### config.mk
export PLATFORM = sky130hd
export DESIGN_NAME = fetch_sequencer
export DESIGN_NICKNAME = d
export VERILOG_FILES = /design/src/rtl/fetch_sequencer.sv
export SDC_FILE = /design/constraint.sdc
export NUM_CORES = 1
export LEC_CHECK = 0
export CORE_MARGIN = 8
export CORE_UTILIZATION = 36
export DETAILED_ROUTE_END_ITERATION = 16
export GPL_ROUTABILITY_DRIVEN = 0
export MAX_ROUTING_LAYER = met4
export PLACE_DENSITY_LB_ADDON = 0.3
export SLEW_MARGIN = 20
export SYNTH_ARGS = -nofsm -noshare
export SYNTH_HDL_FRONTEND = slang
export SYNTH_SLANG_ARGS = --single-unit
### constraint.sdc
create_clock -name clk -period 3.9 [get_ports clk]
set_clock_uncertainty 0.15 [all_clocks]
set_input_delay 0.585 -clock clk [delete_from_list [all_inputs] [get_ports clk]]
set_output_delay 0.585 -clock clk [all_outputs]
set_load 0.1 [all_outputs]
### src/rtl/fetch_sequencer.sv
// Fetch controller: owns the fetch PC, captures instruction words into a
// 2-entry prefetch buffer and hands {pc, instr} to decode over valid/ready.
module fetch_sequencer #(
    parameter int unsigned MEM_BYTES = 400,
    parameter logic [31:0] RESET_PC  = 32'h0000_0000
) (
    input  logic        clk,
    input  logic        rst,
    input  logic        start,
    input  logic        halt_req,
    input  logic        redirect_valid,
    input  logic [31:0] redirect_pc,
    output logic [31:0] imem_addr,
    input  logic [31:0] imem_instr,
    output logic        out_valid,
    input  logic        out_ready,
    output logic [31:0] out_instr,
    output logic [31:0] out_pc,
    output logic        fault,
    output logic [31:0] fault_pc,
    output logic [1:0]  state_o
);

    typedef enum logic [1:0] {
        ST_IDLE  = 2'd0,
        ST_RUN   = 2'd1,
        ST_HALT  = 2'd2,
        ST_FAULT = 2'd3
    } state_t;

    localparam logic [31:0] LAST_PC = 32'(MEM_BYTES - 4);

    state_t      state_q, state_d;
    logic [31:0] pc_q, pc_d;
    logic [31:0] fault_pc_q, fault_pc_d;
    logic [1:0]  count_q, count_d;
    logic        rd_ptr_q, rd_ptr_d;
    logic        wr_ptr_q, wr_ptr_d;

    logic [31:0] buf_pc_mem    [2];
    logic [31:0] buf_instr_mem [2];

    logic push;
    logic pop;
    logic flush;
    logic push_room;
    logic fetch_legal;

    assign out_valid   = (count_q != 2'd0);
    assign pop         = out_valid && out_ready;
    assign push_room   = (count_q != 2'd2) || pop;
    assign fetch_legal = (pc_q[1:0] == 2'b00) && (pc_q <= LAST_PC);

    always_comb begin
        // NOTE: every signal written here gets a default first, so no path
        // through the case leaves it unassigned and no latch is inferred.
        state_d    = state_q;
        pc_d       = pc_q;
        fault_pc_d = fault_pc_q;
        push       = 1'b0;
        flush      = 1'b0;

        unique case (state_q)
            ST_IDLE: begin
                if (start) state_d = ST_RUN;
            end
            ST_RUN: begin
                if (redirect_valid) begin
                    flush = 1'b1;
                    pc_d  = redirect_pc;
                end else if (!fetch_legal) begin
                    fault_pc_d = pc_q;
                    state_d    = ST_FAULT;
                end else if (halt_req) begin
                    state_d = ST_HALT;
                end else if (push_room) begin
                    push = 1'b1;
                    pc_d = pc_q + 32'd4;
                end
            end
            ST_HALT: begin
                if (redirect_valid) begin
                    flush = 1'b1;
                    pc_d  = redirect_pc;
                end
                if (start && !halt_req) state_d = ST_RUN;
            end
            ST_FAULT: begin
                if (redirect_valid) begin
                    flush   = 1'b1;
                    pc_d    = redirect_pc;
                    state_d = ST_RUN;
                end
            end
            default: state_d = ST_IDLE;
        endcase
    end

    // The head pop is honoured before a flush empties whatever remains.
    always_comb begin
        count_d  = count_q + {1'b0, push} - {1'b0, pop};
        rd_ptr_d = rd_ptr_q ^ pop;
        wr_ptr_d = wr_ptr_q ^ push;
        if (flush) begin
            count_d  = 2'd0;
            rd_ptr_d = 1'b0;
            wr_ptr_d = 1'b0;
        end
    end

    // NOTE: sequential state uses non-blocking assignments so all flops
    // sample their _d values from the same edge regardless of block order.
    always_ff @(posedge clk or posedge rst) begin
        if (rst) begin
            state_q    <= ST_IDLE;
            pc_q       <= RESET_PC;
            fault_pc_q <= 32'd0;
            count_q    <= 2'd0;
            rd_ptr_q   <= 1'b0;
            wr_ptr_q   <= 1'b0;
        end else begin
            state_q    <= state_d;
            pc_q       <= pc_d;
            fault_pc_q <= fault_pc_d;
            count_q    <= count_d;
            rd_ptr_q   <= rd_ptr_d;
            wr_ptr_q   <= wr_ptr_d;
        end
    end

    // NOTE: buffer storage is not reset; its contents are only visible
    // through out_* while count_q marks the entry valid.
    always_ff @(posedge clk) begin
        if (push) begin
            buf_pc_mem[wr_ptr_q]    <= pc_q;
            buf_instr_mem[wr_ptr_q] <= imem_instr;
        end
    end

    assign out_pc    = out_valid ? buf_pc_mem[rd_ptr_q]    : 32'd0;
    assign out_instr = out_valid ? buf_instr_mem[rd_ptr_q] : 32'd0;
    assign imem_addr = pc_q;
    assign fault     = (state_q == ST_FAULT);
    assign fault_pc  = fault_pc_q;
    assign state_o   = state_q;

endmodule
==> metrics.txt <==
Cells after DPL=1096; postcts setup bufs=0; Power Dens Cells=738 nW/um2; crit-path cells=nor4_1 -> nand4_2 -> nor3_1 -> and2_1 -> ha_4 -> buf_4; antenna violations before repair=0; crit share post-route=0.857; Vias=5798; Max Cap Viol=0; worst-margin pin slew=1.03 ns; Slew Limit Fails=0; root buffer cell=clkbuf_16; Final Hold Viols=0; Finished Core Util=0.497; Worst setup EP type=flip-flop; ys async rst share=0.354; Die Span Y=168 um; CTS sink count=198; diode count=0; area added between synthesis and finish=35.4%; final instance area=11300 um2; aggregate routed wire length=22.6 mm; IO Port Bufs=201; commonest non-fill, non-tap cell in the layout=clkdlybuf4s50_1; crit-path max FO=27; syn nets=690; Hold-fix buffers, CTS=0; Top FF cell, synth=edfxtp_1; Syn Area/Cell=13.5 um2; die area=28300 um2; nets@finish=905; Yosys top cell by area=edfxtp_1; Cell variety after synth=55; H-Tree Depth=4; Startpoint Class=flip-flop; Total GRT Usage=0.164; CTS tree=built; latest clock arrival within the worst-skew pair=0.43 ns; io pins=202; vias in the first global route=5775; Placed Instance Area=10700 um2; P_leak=0.00410 uW; CP max-delay cell=nor4_1; final count of negative-setup-slack endpoints=0; fmax=299 MHz; required time worst endpoint=3.87 ns; RSZ-0062 raised after global routing=false; Routed WL per cell=20.0 um; row count=55; Starting DRT DRC Count=319; FILL cells=1999; total grt overflow=0; Initial Util=0.367; critical path class=flip-flop to flip-flop; maximum clock insertion buffer count=2; crit-path max cell delay=0.49 ns; Synth area leaders=edfxtp_1, dfrtp_1, mux2i_1; Final Non-Filler Cells=1128; Ys Warns=0; most frequent cells in the layout=clkdlybuf4s50_1, edfxtp_1, buf_4; vias per cell=5.14; sequential-to-total area share from yosys stat=0.672; DRC=0; share of the synthesized area in the top cell type=0.461; Post-synth EDFFs=128; Rel. slew slack=0.314; Syn Inst Count=615; HP Class=flip-flop to flip-flop; post-CTS resize count=0; Period minus WS final=3.34 ns; Synth Cell Area=8330 um2; Final ANT Viol Nets=0; total iterations of the first detailed-routing run=4; WP data arrival=3.32 ns; R2R Setup Slk=0.56 ns; VDD IR-drop max=0.000353 V; post-detail-place hpwl=15.9 mm; #FFs+latches synth=198; clock slew at reported path FFs=0.07 ns; largest net degree at the start of global routing=49; first-pass GRT wire length=34.6 mm; layout cells sized above 1=0.202; outcome=completed; Die Width=168 um; Num CTS Buffers=17; core area=22700 um2
## critical path: cells and delay by family, from the launching register on
kind	cells	cell delay, ns
flip-flops	1	0.43
AND/OR/NAND/NOR	4	1.68
buffers and inverters	1	0.29
adder cells (fa/ha/maj)	1	0.47
## area by class of cell
class	count	area, um2	share of cell area
well taps	285	357	0.0316
inverters	6	22.5	0.00200
clock buffers	23	490	0.0435
flip-flops and latches	198	5600	0.497
multi-input cells	374	2580	0.229
repair buffers	233	2140	0.190
clock inverters	9	87.6	0.00777
## cell families after synthesis
group | Yosys count | share of synthesized area
AOI/OAI and AO/OA | 81 | 0.0686
xor gates and xnor gates | 3 | 0.00315
adders and majority gates | 5 | 0.00751
buffers and inverters | 43 | 0.0233
DFF | 198 | 0.672
muxes | 97 | 0.121
and+or+nand+nor | 188 | 0.104
## power by group
part	switching, uW	internal (uW)
Combinational	3150	892
Sequential	169	2390
Clock	760	964
## registers in the layout, summed over array words and instances (netlist names)
| name | count |
|---|---|
| buf_instr_mem | 64 |
| buf_pc_mem | 64 |
| fault_pc | 32 |
| imem_addr | 32 |
| count_q | 2 |
| state_o | 2 |
| rd_ptr_q | 1 |
| wr_ptr_q | 1 |
## path summary, 6_finish.rpt
check | start | end | depth (start not counted)
min | fault_pc[31] | fault_pc[31] | 1
max | imem_addr[0] | buf_instr_mem[1][8] | 6
max in group asynchronous | rst | imem_addr[29] | 3
max reg2reg | imem_addr[0] | buf_instr_mem[1][8] | 6
min reg2reg | fault_pc[31] | fault_pc[31] | 1
min in group asynchronous | rst | fault_pc[20] | 2
## layer usage
| metal | track usage | wire [um] | up-vias |
|---|---|---|---|
| li1 | - | - | 2731 |
| met1 | 0.213 | 10300 | 2840 |
| met2 | 0.248 | 10600 | 206 |
| met3 | 0.0451 | 1340 | 21 |
| met4 | 0.0462 | 378 | 0 |
| met5 | - | 0 | - |
## metrics by stage
stage	setup slack (ns)	TNS (ns)	hold WS, ns	power, uW
after floorplan	-0.399	-51.07	0.374	5680
after global placement	0.611	0	0.323	6670
after detailed placement	0.529	0	0.330	6680
after CTS	0.520	0	0.352	8420
after global routing	0.293	0	0.359	8630
final	0.557	0	0.348	8320
## Yosys cell counts (4+ instances only)
library cell	instances
edfxtp_1	128
o211ai_1	9
o31ai_1	4
mux2i_1	64
buf_6	4
nor2_1	89
o22ai_1	6
nor3_1	7
and2_1	7
nand3_1	13
ha_1	5
nand2_1	33
nor4_1	9
clkbuf_1	26
buf_1	5
dfrtp_1	70
or3_1	5
inv_1	6
o21ai_0	15
mux2_2	31
nand4_1	7
a21oi_1	16
Note: power is estimated with default switching activity, not from simulation.
